[src/rtl/operand_fetch.sv]
// Operand fetch stage: 32-entry register file, operand select and a valid/ready
// output register feeding the ALU. Define WB_BYPASS_EN for write-through forwarding.
module operand_fetch #(
  parameter int NREGS = 32,
  parameter int WIDTH = 32,
  localparam int AW = $clog2(NREGS)
) (
  input  logic             clk,
  input  logic             reset,
  input  logic             in_valid,
  output logic             in_ready,
  input  logic [AW-1:0]    rs,
  input  logic [AW-1:0]    rt,
  input  logic [15:0]      imm,
  input  logic             ALUSrc,
  input  logic [2:0]       ALUOpIn,
  input  logic             RegWrite,
  input  logic [AW-1:0]    WriteReg,
  input  logic [WIDTH-1:0] WriteData,
  output logic             out_valid,
  input  logic             out_ready,
  output logic [WIDTH-1:0] data1,
  output logic [WIDTH-1:0] data2,
  output logic [2:0]       ALUOp
);

  logic [WIDTH-1:0] regs [NREGS];
  logic             wb_en;
  logic             capture;
  logic [WIDTH-1:0] imm_ext;
  logic [WIDTH-1:0] rd1;
  logic [WIDTH-1:0] rd2;
  logic [WIDTH-1:0] op2;

  assign wb_en    = RegWrite && (WriteReg != '0);
  assign in_ready = !out_valid || out_ready;
  assign capture  = in_valid && in_ready;
  assign imm_ext  = {{(WIDTH-16){imm[15]}}, imm};

  // NOTE: the register file is cleared by reset because the stage must come up
  // with every architectural register reading zero; this costs a reset on each flop.
  always_ff @(posedge clk or posedge reset) begin
    if (reset) begin
      for (int i = 0; i < NREGS; i++) regs[i] <= '0;
    end else if (wb_en) begin
      regs[WriteReg] <= WriteData;
    end
  end

  // NOTE: every variable assigned here gets a value before any condition, so
  // no path leaves it unassigned and no latch is inferred.
  always_comb begin
    rd1 = (rs == '0) ? '0 : regs[rs];
    rd2 = (rt == '0) ? '0 : regs[rt];
`ifdef WB_BYPASS_EN
    if (wb_en && (WriteReg == rs)) rd1 = WriteData;
    if (wb_en && (WriteReg == rt)) rd2 = WriteData;
`endif
    op2 = ALUSrc ? imm_ext : rd2;
  end

  // NOTE: state is updated with non-blocking assignments so all flops sample
  // their inputs from the same pre-edge values.
  always_ff @(posedge clk or posedge reset) begin
    if (reset) begin
      out_valid <= 1'b0;
      data1     <= '0;
      data2     <= '0;
      ALUOp     <= 3'b000;
    end else if (capture) begin
      out_valid <= 1'b1;
      data1     <= rd1;
      data2     <= op2;
      ALUOp     <= ALUOpIn;
    end else if (out_ready) begin
      out_valid <= 1'b0;
    end
  end

endmodule

[config.mk]
export PLATFORM = sky130hd
export DESIGN_NAME = operand_fetch
export DESIGN_NICKNAME = d
export VERILOG_FILES = /design/src/rtl/operand_fetch.sv
export SDC_FILE = /design/constraint.sdc
export NUM_CORES = 2
export LEC_CHECK = 0
export CORE_MARGIN = 2
export CORE_UTILIZATION = 63
export DETAILED_ROUTE_END_ITERATION = 12
export PLACE_DENSITY = 0.79
export SLEW_MARGIN = 15
export SYNTH_ARGS = -nofsm -noshare
export SYNTH_HDL_FRONTEND = slang
export SYNTH_SLANG_ARGS = --single-unit
export TNS_END_PERCENT = 1
[constraint.sdc]
create_clock -name clk -period 44.6 [get_ports clk]
set_input_delay 11.15 -clock clk [delete_from_list [all_inputs] [get_ports clk]]
set_output_delay 11.15 -clock clk [all_outputs]
set_load 0.005 [all_outputs]
==> key figures <==
Yosys
  • Area leader, netlist: dfrtp_1
  • EDFF count, synth: 0
  • Main synth FF type: dfrtp_1
  • Syn Inst Count: 4160
  • Post-synth top cells: dfrtp_1, mux2_2, mux2i_1, mux4_2, clkbuf_1
  • Seq/Total Area, Yosys: 47.04%
  • Synth cell types: 46
  • Synth area leaders: dfrtp_1, mux2_2, mux4_2, mux2i_1, mux2_1
  • Syn_nets: 4232
  • FFs w/ async S/R, synth: 100.0%
  • Post-Syn Area: 58090 um^2
  • Count leader, synth: dfrtp_1
  • YS warnings: 0
  • Post-Syn Area per Cell: 13.97 um^2
  • Seq cells post-synth: 1092
  • Yosys top cell area share: 47.04%

Global routing
  • Largest net degree at the start of global routing: 153
  • Vias in the first global route: 39670
  • Overall Global Routing Usage: 37.53%
  • Global-route wire length before repair: 261500 um
  • Overflow after GRT: 0
  • Initial antenna violation count: 3

Die
  • Core Area: 91520 um^2
  • # IOs: 141
  • Die area: 94660 um^2
  • Cell Rows: 111
  • Die Y: 307.7 um
  • Die width: 307.7 um
  • Initial Utilization: 63.47%

Clocking
  • Clock transition at path regs: 0.06 ns
  • H-tree depth: 3
  • Post-CTS Setup Repair Bufs: 0
  • Post-CTS Resized: 0
  • CTS sink cnt: 1092
  • Cts bufs inserted: 113
  • CTS tree: done
  • Clock Latency Late Sink: 0.70 ns
  • Root buffer cell: clkbuf_16
  • Post-CTS Hold Buffers: 0
  • Worst-case clock buffer depth: 3

Critical path
  • Worst EP required: 33.45 ns
  • Worst EP arrival: 12.53 ns
  • Crit-path max FO: 9
  • R2R depth: 7
  • Worst reg-to-reg setup slack: 41.50 ns
  • CP endpoint kind: output pin
  • Worst setup SP type: input port
  • Worst flop-to-flop path startpoint: out_valid
  • Setup CP Type: input port to output pin
  • R2r endpoint: data2[17]

Drt
  • Drt wl/cell: 32.98 um
  • Via Count: 39450
  • Drc violations: 0
  • Drt first pass iters: 5
  • First DRT Iteration DRCs: 4627
  • Vias per inst: 7.399
  • Final wirelength: 175800 um
  • Antenna viol nets, final: 0

STA
  • TNS Setup: 0 ns
  • Setup violations, final: 0
  • Final worst path period need: 23.68 ns
  • Clock Skew: 0.01729 ns
  • Slew Limit Headroom: 6.883%
  • Final hold vios: 0
  • FMAX: 42.23 MHz
  • Max-slew violations: 0
  • Period utilization: 53.10%
  • Worst-margin pin slew: 1.392 ns
  • Unrepaired setup endpoints after global routing: no

Min path
  • WHS Path Cells: 0
  • Hold EP: regs[992]
  • Hold path start: regs[992]
  • Hold/Removal Path Class: flip-flop to flip-flop

Final layout
  • P&R area growth vs syn: 9.427%
  • Total Nets Final: 4124
  • Share of layout cells above drive strength 1: 37.39%
  • Filler cells: 6101
  • Fin util: 69.46%

Flow run
  • Max-cap viol count: 0

Place
  • Port bufs: 140
  • Routability cong.: 0.8251
  • HPWL after DPL: 95060 um

Power and ir drop
  • PwrDens: 44.78 nW/um^2
  • P_leak: 27.78 nW
  • VDD IR max: 0.00005628 V

Run status
  • Status: finished, final reports clean
==> flip-flops by register name, summed over array words and instances, names as in the netlist <==
name,count
out_valid,1
data1,32
ALUOp,3
regs,1024
data2,32
==> metal layers <==
layer  part of all wire [%]  GRT usage [%]
met1                     39          51.58
met2                     46          58.22
met3                    9.6          7.646
met4                    5.2          17.10
met5                  0.022              0
==> cell usage in the layout, fill, tap and decap left out, types with 24 or more instances in the layout <==
cell type        netlist  layout
nand2b_1              38      37
o22ai_1               50      50
a22oi_1               37      37
mux2_1               180     180
mux2i_1              361     361
mux2_2               837     837
o21ai_1               27      27
nand3_1               80      79
clkbuf_1             245      24
o22a_1                27      27
clkdlybuf4s50_1        0     131
o21a_1                32      32
clkbuf_8               0      29
nand2_1              138     122
o211ai_1              27      27
o2111a_1              32      32
a21oi_1              129     128
a221oi_1              68      68
a221oi_2              38      38
mux4_2               341     341
buf_4                 48      91
dfrtp_1             1092    1092
a211oi_1              49      49
clkbuf_16              0     115
==> worst max-delay path, cell delays in order <==
cell	delay, ns
clkdlybuf4s50_1	0.44
nand2b_1	0.35
clkdlybuf4s50_1	0.59
==> through the flow <==
step | cell area [um^2] | power [mW] | worst slack (ns) | hold slack, ns | cells
after detailed placement | 59780 | 1.880 | 20.94 | 0.3856 | 5123
after floorplan | 58090 | 1.724 | 2.706 | 0.4451 | 4160
final | 63570 | 2.847 | 20.92 | 0.3975 | 5331
after global routing | 63570 | 2.951 | 20.86 | 0.4152 | 5330
after global placement | 59780 | 1.849 | 20.94 | 0.3815 | 5123
after CTS | 63570 | 2.841 | 20.92 | 0.3996 | 5329
==> cell type report <==
cell class | instances | area, um^2 | area share (%)
inverters | 4 | 22.52 | 0.03543
flip-flops and latches | 1092 | 27330 | 42.99
clock inverters | 38 | 416.7 | 0.6554
repair buffers | 232 | 2142 | 3.370
multi-input cells | 2609 | 28810 | 45.32
well taps | 1186 | 1484 | 2.334
clock buffers | 168 | 3367 | 5.296
diodes | 2 | 5.005 | 0.007873
==> worst max-delay path by stage <==
stage,startpoint,end,depth (start not counted)
after CTS,out_ready,in_ready,3
final,out_ready,in_ready,3
after detailed placement,out_ready,in_ready,3
after global routing,out_ready,in_ready,3
after global placement,out_ready,in_ready,3
after floorplan,reset,ALUOp[0],1
==> cell families after synthesis <==
| family | count (synthesis) | share of synthesized area [%] |
|---|---|---|
| mux | 1719 | 39.15 |
| flops | 1092 | 47.04 |
| compound gates | 541 | 7.112 |
| buf+inv | 459 | 3.760 |
| simple gates | 349 | 2.938 |
==> power breakdown <==
group          leakage [nW]  switching, mW  internal [mW]
logic                  11.9          0.234          0.323
registers              14.0          0.143           1.18
clock network          1.88          0.406          0.565
total                  27.8          0.783           2.06
Power figures use the tool's default switching activity.
